$ cat config.mk
export PLATFORM = sky130hd
export DESIGN_NAME = counter_slot_sched
export DESIGN_NICKNAME = d
export VERILOG_FILES = /design/src/rtl/counter_slot_sched.sv
export SDC_FILE = /design/constraint.sdc
export NUM_CORES = 1
export LEC_CHECK = 0
export BUFFER_PORTS_ARGS = -buffer_cell sky130_fd_sc_hd__buf_2
export CORE_MARGIN = 5
export CORE_UTILIZATION = 50
export CTS_BUF_LIST = sky130_fd_sc_hd__clkbuf_2
export CTS_CLUSTER_SIZE = 10
export DETAILED_ROUTE_END_ITERATION = 8
export PLACE_DENSITY = 0.84
export SYNTH_ARGS = -nofsm -noshare
export SYNTH_HDL_FRONTEND = slang
export SYNTH_SLANG_ARGS = --single-unit
$ cat constraint.sdc
create_clock -name clk -period 3 [get_ports clk]
set_clock_uncertainty 0.05 [all_clocks]
set_input_delay 0.6 -clock clk [delete_from_list [all_inputs] [get_ports clk]]
set_output_delay 0.6 -clock clk [all_outputs]
set_load 0.02 [all_outputs]
$ cat src/rtl/counter_slot_sched.sv
// counter_slot_sched: round-robin sequencer that shares one CW-bit delay
// counter between N_REQ requesters. The winner's delay is loaded, the
// counter runs from 0 up to that delay, then the winner gets a one-cycle
// done pulse. Dropping req while owning the counter aborts the slot.
//
// Handshake: req[i] is a level request that the requester holds until it
// sees done[i]. It must drop req[i] in the cycle done[i] is high. grant[i]
// marks ownership and stays high from the arbitration edge until the slot
// finishes or is aborted. done[i] is a single-cycle pulse that never
// overlaps grant.
module counter_slot_sched #(
  parameter int N_REQ = 4,
  parameter int CW    = 6
) (
  input  logic                  clk,
  input  logic                  rst_n,
  input  logic [N_REQ-1:0]      req,
  input  logic [N_REQ*CW-1:0]   delay,
  output logic [N_REQ-1:0]      grant,
  output logic [N_REQ-1:0]      done,
  output logic                  busy,
  output logic [CW-1:0]         count
);

  localparam int IW = (N_REQ > 1) ? $clog2(N_REQ) : 1;
  localparam int SW = IW + 1;

  localparam logic [1:0] S_IDLE = 2'd0;
  localparam logic [1:0] S_LOAD = 2'd1;
  localparam logic [1:0] S_RUN  = 2'd2;
  localparam logic [1:0] S_DONE = 2'd3;

  localparam logic [N_REQ-1:0] GRANT_ONE = {{(N_REQ-1){1'b0}}, 1'b1};

  logic [1:0]    state;
  logic [IW-1:0] owner;
  logic [IW-1:0] ptr;
  logic [CW-1:0] target;

  logic [IW-1:0] pick;
  logic          pick_valid;
  logic [SW-1:0] sum;
  logic [IW-1:0] owner_next;
  logic [CW-1:0] owner_delay;
  logic          owner_req;

  // Round-robin search from ptr upward with wrap. The loop runs from the
  // farthest candidate down to ptr itself so the nearest set bit wins.
  always_comb begin
    pick       = ptr;
    pick_valid = 1'b0;
    sum        = '0;
    for (int i = N_REQ - 1; i >= 0; i--) begin
      sum = {1'b0, ptr} + SW'(i);
      if (sum >= SW'(N_REQ)) sum = sum - SW'(N_REQ);
      if (req[sum[IW-1:0]]) begin
        pick       = sum[IW-1:0];
        pick_valid = 1'b1;
      end
    end
  end

  // Delay field belonging to the current owner, selected with constant slices.
  always_comb begin
    owner_delay = '0;
    for (int i = 0; i < N_REQ; i++) begin
      if (owner == IW'(i)) owner_delay = delay[i*CW +: CW];
    end
  end

  assign owner_req  = req[owner];
  assign owner_next = (owner == IW'(N_REQ - 1)) ? '0 : owner + 1'b1;
  assign busy       = (state != S_IDLE);

  // Slot sequencer: arbitrate, load the delay, count, then pulse done.
  always_ff @(posedge clk or negedge rst_n) begin
    if (!rst_n) begin
      state  <= S_IDLE;
      owner  <= '0;
      ptr    <= '0;
      target <= '0;
      count  <= '0;
      grant  <= '0;
      done   <= '0;
    end else begin
      done <= '0;
      case (state)
        S_IDLE: begin
          if (pick_valid) begin
            owner <= pick;
            grant <= GRANT_ONE << pick;
            state <= S_LOAD;
          end
        end
        S_LOAD: begin
          if (!owner_req) begin
            grant <= '0;
            ptr   <= owner_next;
            state <= S_IDLE;
          end else begin
            target <= owner_delay;
            count  <= '0;
            state  <= S_RUN;
          end
        end
        S_RUN: begin
          if (!owner_req) begin
            grant <= '0;
            ptr   <= owner_next;
            state <= S_IDLE;
          end else if (count == target) begin
            // grant is one-hot on the owner, so it doubles as the done mask.
            done  <= grant;
            grant <= '0;
            state <= S_DONE;
          end else begin
            count <= count + 1'b1;
          end
        end
        default: begin
          ptr   <= owner_next;
          state <= S_IDLE;
        end
      endcase
    end
  end

endmodule
==> metrics, run 1 <==
Initial Util=0.532; most frequent cells in the layout=buf_2 (44), dfrtp_1 (26), a21oi_1 (18); port bufs=44; RSZ-0062 raised after global routing=false; total CTS buffers=3; Startpoint Class=flip-flop; fillers=around 280; status=finished, final reports clean; area share of the largest cell type after synthesis=0.394; Worst Tran Pin Value=roughly 0.65 ns; layout cell share with drive strength beyond 1=0.271; First-pass DRT Iterations=4; clock share of power=0.123; full die area=roughly 0.0046 mm2; # diodes=0; CP Max Fanout=14; hold_buf cts=0; CP Class=flip-flop to flip-flop; Worst setup EP type=flip-flop; Mapped Area=0.00165 mm2; Fin. Hold Viols=0; Total GRT Usage=0.172; Syn Nets=212; clk sink count=26; cells on worst reg2reg path=4; total gr overflow=0; Lkg Pwr=0.957 nW; number of top-level pins=45; vias in the first global route=1370; Mapped Cells=between 150 and 200; Max Slew Vio Count=0; H-tree levels=1; Final min period=2.31 ns; Core ar.=0.00310 mm2; Net Switching=0.760 mW; max_cap viols=0; post-CTS sizing=0; cell taking the most area after synthesis=dfrtp_1; worst flop-to-flop path endpoint=grant[2]; fmax=432 MHz; Die Width=67.5 um; Setup TNS=0 ns; CTS tree=built; pin count of the biggest net entering global routing=27; multi-input logic area=945 um2; Sw Share=0.425; global-route wire length before repair=6.09 mm; sequential share of power=0.329; number of setup buffers added after CTS=0; Final Power=1.79 mW; Final period util=0.771; initial antenna violation count=0; worst reg2reg setup slack=slightly below 0.7 ns; WP data required=about 3.2 ns; Yosys reg bits=26; Clock Path Buffers=2; DRC viols=0; Post-DP HPWL=2.90 mm; R2R Path Start=owner[0]; Internal Power=a little over 1 mW; WP data arrival=2.54 ns; Yosys Warn Count=0; pwr dens=912 mW/mm2; Clock Tree Root=clkbuf_2; Die H=67.5 um; top area cells in the synthesized netlist=dfrtp_1 (39%), ha_1 (6.8%), a21oi_1 (5.5%); via count=1446; syn_area_per_cell=9.55 um2; Reg clk slew, reported paths=0.24 ns; via/cell ratio=roughly 5.5; Worst VDD drop=0.000560 V; Layout Nets=258; commonest non-fill, non-tap cell in the layout=buf_2; Cell variety after synth=36; Sequential cell area=651 um2; Routed Antenna Nets=0; # rows=20; global placement routability congestion=0.835; WL per Instance=between 10 and 15 um; Slew HR=0.563; P&R area growth vs syn=18.7%; Setup-failing EPs final=0; Comb pwr share=0.548; drt initial violations=between 50 and 60; worst skew pair latency=roughly 0.35 ns; Min-Delay Path Class=primary input to asynchronous set/reset pin; Seq/Total Area, Yosys=0.394; Routed Wire Length=3.60 mm
## metrics by stage
step	instance area, um2	hold slack, ns	setup WS [ns]	util	cells
floorplan	1650	0.254	0.811	-	173
global placement	1920	0.452	0.552	0.617	258
detailed placement	1920	0.463	0.511	0.617	258
CTS	1960	0.138	0.667	0.632	262
global route	1960	0.162	0.548	0.632	262
finish	1960	0.137	0.686	0.632	262
## area by class of cell
type                            instances  share of cell area
Inverter                               12              0.0230
Tap cell                               44              0.0281
Clock buffer                            3             0.00766
Clock inverter                          1              0.0153
Sequential cell                        26               0.332
Multi-Input combinational cell        132               0.482
Timing Repair Buffer                   44               0.112
## registers in the layout (all words and copies together), names as in the netlist
signal and flops:
owner 2, ptr 2, count 6, grant 4
done 4, state 2, target 6
## synthesized netlist by cell type, drive strengths merged
cell type and instances:
ha 9, nor2 8, nor3 6, nand3 2
mux2 7, and3 5, or3 1, xnor2 6
mux2i 5, clkbuf 3, a211oi 1, nor3b 3
inv 12, a21oi 18, a221oi 5, o311a 1
a22o 4, o21ai 6, o211ai 3, o31ai 3
or4 3, or2 1, o22ai 2, o21a 3
nand4 1, nand3b 1, and2 2, nor4 2
mux4 1, nand2b 4, nand2 12, nor2b 6
and3b 1, dfrtp 26
## per-layer routing
metal / track usage / routed length (um)
met1: 0.227 / 1640
met2: 0.287 / 1810
met3: 0.0233 / 102
met4: 0.0633 / 40
met5: 0 / 0
## power by group through the flow
stage,clock [mW],sequential [mW],combinational [mW]
CTS,0.224,0.590,0.981
floorplan,0,0.597,0.748
detailed placement,0,0.599,0.979
finish,0.220,0.589,0.980
global route,0.236,0.611,1.10
global placement,0,0.592,0.958
## how the worst max path moves through the flow
stage                to  cells after the start  startpoint
2_1_floorplan  grant[0]                      4      req[3]
3_3_place_gp   grant[2]                      5      req[0]
3_5_place_dp   grant[2]                      5      req[0]
4_1_cts        grant[2]                      4    owner[0]
5_1_grt        grant[2]                      4    owner[0]
6_report       grant[2]                      4    owner[0]
## worst max-delay path, cell delays in order (launching register included)
cell,delay [ns]
dfrtp_1,0.55
mux4_2,0.62
and2_4,0.25
nor4_4,0.38
mux2_2,0.38
## cell families (layout without fill, tap and decap cells)
group                    count (synthesis)  after routing  synth area share
AND/OR/NAND/NOR                         58             58             0.201
buffers and inverters                   15             60            0.0341
adder cells (fa/ha/maj)                  9              9            0.0682
flip-flops                              26             26             0.394
AO/OA/AOI/OAI                           46             46             0.180
XOR/XNOR                                 6              6            0.0318
multiplexers                            13             13            0.0917
Note: power is estimated with default switching activity, not from simulation.
==> run 2: changes to the inputs <==
Clock period 3 ns to 2.3 ns, I/O delays scaled along.
==> run 2 against run 1 <==
Compared with the run above: cell count is 1.9% higher; maximum frequency is 14% higher; first-iteration DRC count is 57% higher; total power is 35% higher; largest cell class unchanged; highest routed layer unchanged.
==> metrics, run 2 (same netlist as run 1, synthesis figures left out) <==
via/cell ratio=5.57; Routed Wire Length=between 3 and 4 mm; number of top-level pins=45; biggest regs=count: 6 flops, target: 6 flops; Fin. Hold Viols=0; worst skew pair latency=about 0.38 ns; full die area=0.00455 mm2; layout cell share with drive strength beyond 1=0.283; Final period util=0.882; Reg clk slew, reported paths=0.28 ns; Comb pwr share=0.564; clk sink count=26; Max Slew Vio Count=0; Setup-failing EPs final=0; Net Switching=1.03 mW; sequential share of power=0.313; H-tree levels=1; WP data required=2.53 ns; port bufs=44; total gr overflow=0; pwr dens=1200 mW/mm2; Setup TNS=0 ns; Slew HR=0.597; number of setup buffers added after CTS=0; hold_buf cts=1; via count=1486; global placement routability congestion=0.889; most frequent cells in the layout=buf_2 (44), dfrtp_1 (26), a21oi_1 (18); Worst Tran Pin Value=0.600 ns; post-CTS sizing=0; P&R area growth vs syn=21.1%; commonest non-fill, non-tap cell in the layout=buf_2; drt initial violations=80; worst hold margin=0.298 ns; Internal Power=1.38 mW; status=finished, final reports clean; Min-Delay Path Class=primary input to flip-flop; Core ar.=0.00310 mm2; Layout Nets=approximately 260; Sw Share=0.426; WL per Instance=between 10 and 15 um; fmax=493 MHz; # diodes=0; Worst VDD drop=0.000715 V; Startpoint Class=flip-flop; Worst setup EP type=flip-flop; Die Width=67.5 um; Clock Path Buffers=2; DRC viols=0; CP Class=flip-flop to flip-flop; Routed Antenna Nets=0; CP Max Fanout=8; Lkg Pwr=0.982 nW; Final min period=about 2 ns; initial antenna violation count=0; global-route wire length before repair=6.28 mm; WP data arrival=roughly 2.3 ns; pin count of the biggest net entering global routing=27; clock share of power=0.124; Total GRT Usage=0.179; RSZ-0062 raised after global routing=false; max_cap viols=0; CTS tree=built; Post-DP HPWL=2.99 mm; total CTS buffers=3; Final Core Density=0.645; Initial Util=0.532; # rows=20; Clock Tree Root=clkbuf_2; First-pass DRT Iterations=4; vias in the first global route=1470; Die H=between 60 and 70 um
run 2: critical path, cell delays in order (launching register included):
cell and delay, ns:
dfrtp_1 0.47, inv_1 0.08, ha_1 0.30, nand2_1 0.10
o22ai_1 0.11, o21a_1 0.18, nor4_4 0.26, mux2_2 0.38
run 2: power groups by stage:
stage	sequential [mW]	clock, mW	combinational [mW]
5_1_grt	0.779	0.321	1.50
2_1_floorplan	0.779	0	0.975
6_report	0.754	0.298	1.36
4_1_cts	0.755	0.303	1.35
3_5_place_dp	0.762	0	1.35
3_3_place_gp	0.757	0	1.30
run 2: layer usage:
metal / up-vias / global-route usage / share of wire
met5: - / 0 / 0
met2: 38 / 0.303 / 0.50
met4: 0 / 0.0785 / 0.024
met3: 10 / 0.0283 / 0.041
met1: 706 / 0.224 / 0.44
li1: 732 / - / -
run 2: area by class of cell:
type / count / area, um2
fill: 283 / 1100
multi-input combinational: 132 / 945
sequential: 26 / 651
timing repair buffer: 49 / 260
tap: 44 / 55.1
inverter: 12 / 45.0
clock inverter: 1 / 30.0
clock buffer: 3 / 15.0
run 2: per-stage QoR:
step	cell area, um2	setup slack (ns)	cells	power (mW)
after floorplan	1650	0.209	173	1.75
after global placement	1950	0.152	262	2.06
after detailed placement	1950	0.0985	262	2.11
after CTS	2000	0.270	267	2.41
after global routing	2000	0.137	267	2.60
final	2000	0.271	267	2.41
run 2: final timing paths:
kind | startpoint | to | slack [ns] | cells past startpoint
worst max-delay path | state[0] | grant[2] | 0.27 | 7
worst min-delay path | delay[23] | target[5] | 0.30 | 3
worst max register to register | state[0] | grant[2] | 0.27 | 7
worst min register to register | grant[3] | done[3] | 0.51 | 1
max in group asynchronous | rst_n | done[1] | 1.31 | 2
min in group asynchronous | rst_n | count[4] | 0.49 | 2
